$ cat src/rtl/lock_attempt_guard.sv
// rtl/lock_attempt_guard.sv - brute-force guard between the ENTER button and the lock FSM
module lock_attempt_guard #(
    parameter int MAX_FAILS      = 3,
    parameter int LOCKOUT_CYCLES = 50_000_000,
    parameter int CNT_W          = 26,
    parameter int SYNC_STAGES    = 2
) (
    input  logic             clk,
    input  logic             RESETN,
    input  logic             ENTER,
    input  logic             result_valid,
    input  logic             result_match,
    output logic             enter_req,
    output logic             lockout,
    output logic [3:0]       fail_count,
    output logic [CNT_W-1:0] lockout_remaining,
    output logic [3:0]       lockout_events
);

    typedef enum logic [1:0] {
        ST_IDLE     = 2'd0,
        ST_PRESSED  = 2'd1,
        ST_LOCKOUT  = 2'd2,
        ST_COOLDOWN = 2'd3
    } state_t;

    localparam logic [3:0]       LAST_FAIL = 4'(MAX_FAILS - 1);
    localparam logic [CNT_W-1:0] LOAD      = CNT_W'(LOCKOUT_CYCLES);

    state_t                 state;
    state_t                 state_next;
    logic [SYNC_STAGES-1:0] sync;
    logic                   enter_s;
    logic                   trip;

    always_ff @(posedge clk or posedge RESETN) begin
        if (RESETN) begin
            sync <= '0;
        end else begin
            sync <= {sync[SYNC_STAGES-2:0], ENTER};
        end
    end

    assign enter_s = sync[SYNC_STAGES-1];

    // A failure that reaches the limit overrides every other transition.
    assign trip = result_valid && !result_match && (fail_count == LAST_FAIL)
                  && (state != ST_LOCKOUT);

    always_ff @(posedge clk or posedge RESETN) begin
        if (RESETN) begin
            state <= ST_IDLE;
        end else begin
            state <= state_next;
        end
    end

    always_comb begin
        state_next = state;
        if (trip) begin
            state_next = ST_LOCKOUT;
        end else begin
            case (state)
                ST_IDLE:     if (enter_s)  state_next = ST_PRESSED;
                ST_PRESSED:  if (!enter_s) state_next = ST_IDLE;
                ST_LOCKOUT: begin
                    if (lockout_remaining == CNT_W'(1))
                        state_next = enter_s ? ST_COOLDOWN : ST_IDLE;
                end
                ST_COOLDOWN: if (!enter_s) state_next = ST_IDLE;
                default:     state_next = ST_IDLE;
            endcase
        end
    end

    always_comb begin
        enter_req = (state == ST_PRESSED);
        lockout   = (state == ST_LOCKOUT);
    end

    always_ff @(posedge clk or posedge RESETN) begin
        if (RESETN) begin
            fail_count        <= 4'd0;
            lockout_remaining <= '0;
            lockout_events    <= 4'd0;
        end else begin
            if (trip) begin
                fail_count        <= 4'd0;
                lockout_remaining <= LOAD;
                if (lockout_events != 4'd15)
                    lockout_events <= lockout_events + 4'd1;
            end else if (state == ST_LOCKOUT) begin
                lockout_remaining <= lockout_remaining - CNT_W'(1);
            end else if (result_valid) begin
                fail_count <= result_match ? 4'd0 : fail_count + 4'd1;
            end
        end
    end

endmodule

$ cat config.mk
export PLATFORM = sky130hd
export DESIGN_NAME = lock_attempt_guard
export DESIGN_NICKNAME = d
export VERILOG_FILES = /design/src/rtl/lock_attempt_guard.sv
export SDC_FILE = /design/constraint.sdc
export NUM_CORES = 1
export LEC_CHECK = 0
export ABC_AREA = 0
export BUFFER_PORTS_ARGS = -buffer_cell sky130_fd_sc_hd__buf_2
export CORE_MARGIN = 5
export CORE_UTILIZATION = 49
export DETAILED_ROUTE_END_ITERATION = 7
export GPL_TIMING_DRIVEN = 0
export PLACE_DENSITY = 0.76
export SYNTH_ARGS = -nofsm -noshare
export SYNTH_HDL_FRONTEND = slang
export SYNTH_SLANG_ARGS = --single-unit
$ cat constraint.sdc
create_clock -name clk -period 2.3 [get_ports clk]
set_clock_uncertainty 0.1 [all_clocks]
set_input_delay 0.575 -clock clk [delete_from_list [all_inputs] [get_ports clk]]
set_output_delay 0.575 -clock clk [all_outputs]
set_load 0.005 [all_outputs]
* After elaboration in Yosys (flattened, before gate mapping)
Index checks and enable logic that the tools add are counted.
** Storage, ports and cells
- Bits in registers :: 38
- Input bits :: 5
- Output and inout bits :: 36
- Logic and storage cells :: 42
** Cells by class
- Add/sub/neg operators :: 3
- Equality and inequality tests :: 11
- Multiplexer cells :: 12
- Reductions and logical operators :: 11
** Operators with widths (number)
- two-way mux 26 bit :: 2
- equality test 26 x 1 -> 1 bit (second input constant) :: 1
- subtractor 26 x 1 -> 26 bit (second input constant) :: 1
- two-way mux 4 bit :: 4
- two-way mux 2 bit :: 5
- adder 4 x 1 -> 4 bit (second input constant) :: 2
- one-hot mux 2 bit (3 select lines) :: 1
- equality test 2 bit (second input constant) :: 2
- equality test 4 x 2 -> 1 bit (second input constant) :: 1
- inequality test 4 bit (second input constant) :: 1
- AND reduction 2 bit :: 2
- nonzero test 2 bit :: 2
- logical AND 1 bit :: 3
- inequality test 3 x 1 -> 1 bit (second input constant) :: 1
- inequality test 3 x 2 -> 1 bit (second input constant) :: 1
- inequality test 3 bit (second input constant) :: 1
- AND reduction 3 bit :: 1
- equality test 2 x 1 -> 1 bit (second input constant) :: 1
- logical NOT 2 bit :: 1
- inequality test 2 x 1 -> 1 bit (second input constant) :: 1
- inequality test 2 bit (second input constant) :: 1
- OR reduction 2 bit :: 1
- logical NOT 1 bit :: 1

* Depth between registers and ports, before layout
Gate-level depths: netlist (run 1).
- Word-level depth :: 6
- Depth in mapped cells :: 7

* Worst setup path before layout (run 1)
No wires, ideal clock.
- Path kind :: register to register
- Start point :: register lockout_remaining[9]
- End point :: register lockout_remaining[23]
- Library setup time :: 0.079 ns
- Arrival time :: 2.143 ns
- Data required time :: 2.121 ns
- Path slack :: -0.023 ns
- Stages on the path, launching flop included :: 7
- Path buffers :: 2
- Period minus slack after synthesis :: 2.323 ns
- Cells stage by stage :: dfrtp_1 -> or4_1 -> buf_2 -> or4_4 -> buf_6 -> nor4_4 -> mux2i_1
** On the way
- Word-level cells in the longest chain between the ends :: 3
** RTL lines
- start: declaration :: RTL line 16 : output logic [CNT_W-1:0] lockout_remaining,
- start signal: assignment :: RTL line 93 : lockout_remaining <= lockout_remaining - CNT_W'(1);
- subtractor 26 x 1 -> 26 bit :: RTL line 93
- two-way mux 26 bit :: RTL line 92 : end else if (state == ST_LOCKOUT) begin
- two-way mux 26 bit :: RTL line 87 : if (trip) begin
Every way passes these cells. The select of a mux whose other input is x is not followed.
A chain may end at the register's enable or synchronous reset.

* Worst setup path in the final report (run 1)
- Start point :: register lockout_remaining[9]
- End point :: register lockout_remaining[25]
Same word-level chain as after synthesis.

==> impl_metrics.json, run 1 <==
{
  "status": "finished clean",
  "drv_cap": 0,
  "coreArea_mm2": 0.00394,
  "dpl_worst_slack_ps": -171,
  "synth.distinct_cells": 43,
  "clk_pin_slew_ps": 70,
  "grt_usage": 0.185,
  "initial_core_util": 0.497,
  "period_share": 0.969,
  "synth-seq-cells": 38,
  "p_int_w": 0.00155,
  "hpwl_um": 3130,
  "vias": 1695,
  "antenna_found_initial": 0,
  "die_x_um": 73.2,
  "first_global_vias": 1600,
  "layout_min_cycle_time_ps": 2230,
  "cts.sink_count": 38,
  "slew_violations": 0,
  "syn_inst": 190,
  "grt_max_degree": 39,
  "p_switching_w": 0.00101,
  "port_buffers": 40,
  "start_kind": "register",
  "worstPathMaxFanout": 7,
  "mappedNetlistNets": 200,
  "dpl_cell_area_mm2": 0.00222,
  "n_antenna_cell": 0,
  "rows": 23,
  "slew_headroom": 0.464,
  "power_density_mw_per_mm2": 1080,
  "place_congestion": 0.747,
  "wl_per_cell_um": 15.8,
  "ctsHtreeMaxLevel": 2,
  "final_common_cell": "buf_2",
  "arrival_ps": 2330,
  "cts-root-buf": "clkbuf_8",
  "hp-class": "reg2reg",
  "clock_latency_ps": 290,
  "p_sw_frac": 0.396,
  "dr.pass1.iters": 4,
  "tightest_slew_ps": 802,
  "die_area_mm2": 0.00536,
  "area_growth_pct": 20.5,
  "ys_warn_count": 0,
  "drc": 0,
  "netlist_area_mm2": 0.00196,
  "cts-buffers-inserted": 5,
  "clock_tree.buffer_depth": 2,
  "seqPwrFrac": 0.476,
  "max_freq_mhz": 449,
  "cts_tree": "yes",
  "cts_hold_buf": 0,
  "finalWirelength_um": 4540,
  "endpoint_kind": "register",
  "crit_required_ps": 2400,
  "final_core_util": 0.599,
  "holdCritStartpoint": "sync[0]$_DFF_PP0_",
  "grt_first_pass_wirelength_um": 7690,
  "chipHeight_um": 73.2,
  "via_per_inst": 5.89,
  "clock_power_share": 0.172,
  "overflow": 0,
  "ios": 41,
  "yosysSeqAreaShare": 0.486,
  "layout_setup_ws_ps": 71.3,
  "combPwrFrac": 0.351,
  "avgSynthCellArea_um2": 10.3,
  "final_cell_mix": "buf_2 (40), dfrtp_1 (36), nor2_1 (18)",
  "setup_viol": 0,
  "critical_path_class": "reg2reg",
  "nets": 247,
  "drive_above_1_share": 0.303,
  "finish.instance_area_mm2": 0.00236,
  "crit_start": "lockout_remaining[9]$_DFFE_PP0P_",
  "regToRegStartpoint": "lockout_remaining[9]$_DFFE_PP0P_",
  "ir_drop_v": 0.000488,
  "hold_violations": 0,
  "drtIter0Drc": 109,
  "p_leak_nw": 0.971,
  "ant_nets": 0
}
worst max-delay path, stage by stage, from the launching register on:
cell     delay (ps)
dfrtp_2         400
or4_1           510
buf_4           170
or4_4           520
nor3b_2         210
mux2i_1         230
sequential cells by signal, summed over array words and instances, names as in the netlist:
register and count:
lockout_remaining 26, fail_count 4, lockout_events 4, state 2, sync 2
worst paths after layout:
check,end,slack (ps),depth (start not counted)
max,lockout_remaining[25]$_DFFE_PP0P_,70,5
min,sync[1]$_DFF_PP0_,250,0
max reg2reg,lockout_remaining[25]$_DFFE_PP0P_,70,5
min reg2reg,sync[1]$_DFF_PP0_,250,0
max in group asynchronous,lockout_remaining[13]$_DFFE_PP0P_,1220,2
min in group asynchronous,fail_count[0]$_DFFE_PP0P_,330,2
per-stage QoR:
stage                     power (W)  hold slack [ps]  std cells  setup TNS (ps)
after floorplan             0.00166              231        190               0
after global placement      0.00201              233        280            -391
after detailed placement    0.00206              237        280            -569
after CTS                   0.00254              252        288               0
after global routing        0.00277              273        288           -12.4
final                       0.00256              249        288               0
per-layer routing:
metal  GRT usage  wire length [um]
met1       0.243              2060
met2       0.292              2180
met3      0.0344               257
met4      0.0922                47
met5           0                 0
power by group through the flow:
stage | clock network, W | registers (W) | logic (W)
finish | 0.000441 | 0.00122 | 0.000899
floorplan | 0 | 0.00118 | 0.000471
CTS | 0.000454 | 0.00119 | 0.000892
detailed placement | 0 | 0.00123 | 0.000832
global placement | 0 | 0.00121 | 0.000803
global route | 0.000481 | 0.00127 | 0.00102
timing repair:
item	4_1_cts	5_1_grt
pin swaps	1	0
buffers inserted	2	0
gates resized for setup	3	9
endpoints found under the setup margin	9	16
layout make-up:
cell class | count | area [um2]
multi-input cells | 140 | 1010
flip-flops and latches | 38 | 953
repair buffers | 42 | 215
fillers | 348 | 1580
well taps | 50 | 62.6
clock buffers | 8 | 80.1
inverters | 7 | 26.3
plain buffers | 3 | 15.0
Yosys cell counts, drive strengths merged:
cell type  instances  share of area
o41ai              4          0.018
clkinv             1         0.0019
ha                 5          0.032
nand4              5          0.016
o211ai             3          0.012
o2bb2ai            1         0.0045
o21ba              1         0.0051
a221o              1         0.0051
clkbuf             2         0.0038
or4                6          0.025
o311ai             2         0.0089
o21ai             12          0.031
nor4bb             1         0.0051
nor2b              3         0.0096
nand2             11          0.021
or3                3         0.0096
o31ai              4          0.015
a21boi             1         0.0038
a21oi              8          0.020
nor4b              1         0.0045
xor2               1         0.0045
a22o               1         0.0045
nor3              10          0.033
nand2b             4          0.013
inv                6          0.012
mux2               3          0.017
buf                3          0.010
or4b               1         0.0051
nand4bb            1         0.0058
o22ai              1         0.0032
dfrtp             38           0.49
nor2              19          0.036
nand3              5          0.013
nor4               8          0.036
nor3b              1         0.0064
a31oi              2         0.0064
mux2i             11          0.056
kinds of logic after synthesis:
logic type      after synthesis  synth area share
compound gates               41             0.137
xor+xnor                      1           0.00447
fa+ha+maj                     5            0.0319
buf+inv                      12            0.0275
flops                        38             0.486
mux                          14            0.0735
simple gates                 79             0.240
No activity file was read; power rests on OpenSTA's default activity.
==> inputs of run 2 (changes only) <==
- BUFFER_PORTS_ARGS: -buffer_cell sky130_fd_sc_hd__buf_2 -> -buffer_cell sky130_fd_sc_hd__buf_4
==> run 2 against run 1 <==
Against the previous run:
- hold slack improved by 0.97 ps
- clock power hardly changed
- largest cell class unchanged
- non-clock buffer count unchanged
- register-to-register slack about the same
- clock-buffer cell count did not move
- wire length decreased by 0.20%
- via count decreased by 2.2%
- largest power group unchanged
- die area stayed put
- final area rose by 4.6%
- global-route usage hardly changed
==> impl_metrics.json, run 2 (synthesis gave the netlist of run 1 again) <==
{
  "vias": 1657,
  "wl_per_cell_um": 15.7,
  "place_congestion": 0.773,
  "dp_cells": 280,
  "clock_tree.buffer_depth": 2,
  "crit_required_ps": 2410,
  "layout_min_cycle_time_ps": 2230,
  "slew_headroom": 0.475,
  "period_share": 0.968,
  "antenna_found_initial": 0,
  "tightest_slew_ps": 786,
  "port_buffers": 40,
  "slew_violations": 0,
  "grt_first_pass_wirelength_um": 7700,
  "crit_path_max_incr_delay_ps": 600,
  "critical_path_class": "reg2reg",
  "area_growth_pct": 26.1,
  "rows": 23,
  "holdWs_ps": 250,
  "drv_cap": 0,
  "via_per_inst": 5.75,
  "hpwl_um": 3090,
  "setup_tns_ps": 0,
  "max_freq_mhz": 449,
  "overflow": 0,
  "cts.sink_count": 38,
  "fill_cells": 339,
  "instances_no_fill": 288,
  "drc": 0,
  "first_global_vias": 1588,
  "grt_max_degree": 39,
  "largest_register": "lockout_remaining",
  "p_leak_nw": 1.00,
  "endpoint_kind": "register",
  "hold_violations": 0,
  "die_x_um": 73.2,
  "rsz0062_at_grt": "true",
  "arrival_ps": 2340,
  "cp_slowest_cell": "or4_4",
  "cts_tree": "yes",
  "power_density_mw_per_mm2": 1100,
  "largest_register_ffs": 26,
  "ctsHtreeMaxLevel": 2,
  "status": "finished clean",
  "final_common_cell": "buf_4",
  "nets": 247,
  "worstPathMaxFanout": 7,
  "start_kind": "register",
  "clk_pin_slew_ps": 70,
  "cts_hold_buf": 0,
  "reg_top3": "lockout_remaining (26), fail_count (4), lockout_events (4)",
  "chipHeight_um": 73.2,
  "ios": 41,
  "hp-class": "reg2reg",
  "die_area_mm2": 0.00536,
  "crit_chain": "or4_1 > or4_4 > nor3b_2 > mux2i_1",
  "n_antenna_cell": 0,
  "cts-buffers-inserted": 5,
  "clock_latency_ps": 290,
  "drive_above_1_share": 0.303,
  "initial_core_util": 0.497,
  "coreArea_mm2": 0.00394,
  "ant_nets": 0,
  "grt_usage": 0.185,
  "final_cell_mix": "buf_4 (42), dfrtp_1 (36), nor2_1 (18)",
  "cts-root-buf": "clkbuf_8",
  "finalWirelength_um": 4530,
  "setup_viol": 0,
  "dr.pass1.iters": 4,
  "ir_drop_v": 0.000527,
  "drtIter0Drc": 149
}
[run 2: cell counts in the layout (fill, tap and decap cells not counted)]
Identical to the previous run, type by type.
[run 2: stage by stage]
| stage | util | instance area (um2) | worst slack [ps] | total power, W |
|---|---|---|---|---|
| floorplan | - | 1960 | 32.9 | 0.00166 |
| finish | 0.626 | 2470 | 72.9 | 0.00271 |
| global route | 0.626 | 2470 | -6.96 | 0.00293 |
| global placement | 0.589 | 2320 | -124 | 0.00215 |
| CTS | 0.616 | 2430 | 6.10 | 0.00267 |
| detailed placement | 0.589 | 2320 | -102 | 0.00219 |
[run 2: worst paths after layout]
path	start	to	slack, ps	depth (start not counted)
max in group asynchronous	RESETN	lockout_remaining[13]$_DFFE_PP0P_	1220	2
min in group asynchronous	RESETN	lockout_remaining[17]$_DFFE_PP0P_	340	2
max	lockout_remaining[13]$_DFFE_PP0P_	lockout_remaining[25]$_DFFE_PP0P_	70	4
max reg2reg	lockout_remaining[13]$_DFFE_PP0P_	lockout_remaining[25]$_DFFE_PP0P_	70	4
min reg2reg	sync[0]$_DFF_PP0_	sync[1]$_DFF_PP0_	250	0
min	sync[0]$_DFF_PP0_	sync[1]$_DFF_PP0_	250	0
[run 2: metal layers]
layer	routed length [um]	share of wire	global-route usage	vias up
met5	0	0	0	-
met4	59	0.013	0.0553	0
met3	242	0.053	0.0482	7
met2	2190	0.48	0.281	43
met1	2040	0.45	0.259	791
li1	-	-	-	816
[run 2: repair_timing]
| action | in CTS | in global routing |
|---|---|---|
| setup endpoints to repair | 10 | 14 |
| gates resized for setup | 5 | 10 |
| pin swaps | 1 | 2 |
| setup buffers | 2 | 0 |
[run 2: where the power goes]
| part | internal (W) | total [W] | switching (W) | leakage, nW |
|---|---|---|---|---|
| Clock | 0.000215 | 0.000439 | 0.000223 | 0.0395 |
| Combinational | 0.000574 | 0.00105 | 0.000477 | 0.507 |
| Sequential | 0.000898 | 0.00122 | 0.000323 | 0.458 |
[run 2: final cells by class]
cell class                 count  area (um2)  area share
buffer                         3        20.0     0.00811
clock buffer                   8        80.1      0.0324
inverter                       7        26.3      0.0106
multi-input combinational    140        1010       0.410
sequential                    38         953       0.386
tap                           50        62.6      0.0253
timing repair buffer          42         315       0.128
[run 2: critical path, delay by kind of cell (launching register included)]
kind	cells	cell delay, ps
flip-flops	1	440
AND/OR/NAND/NOR	3	1390
multiplexers	1	200
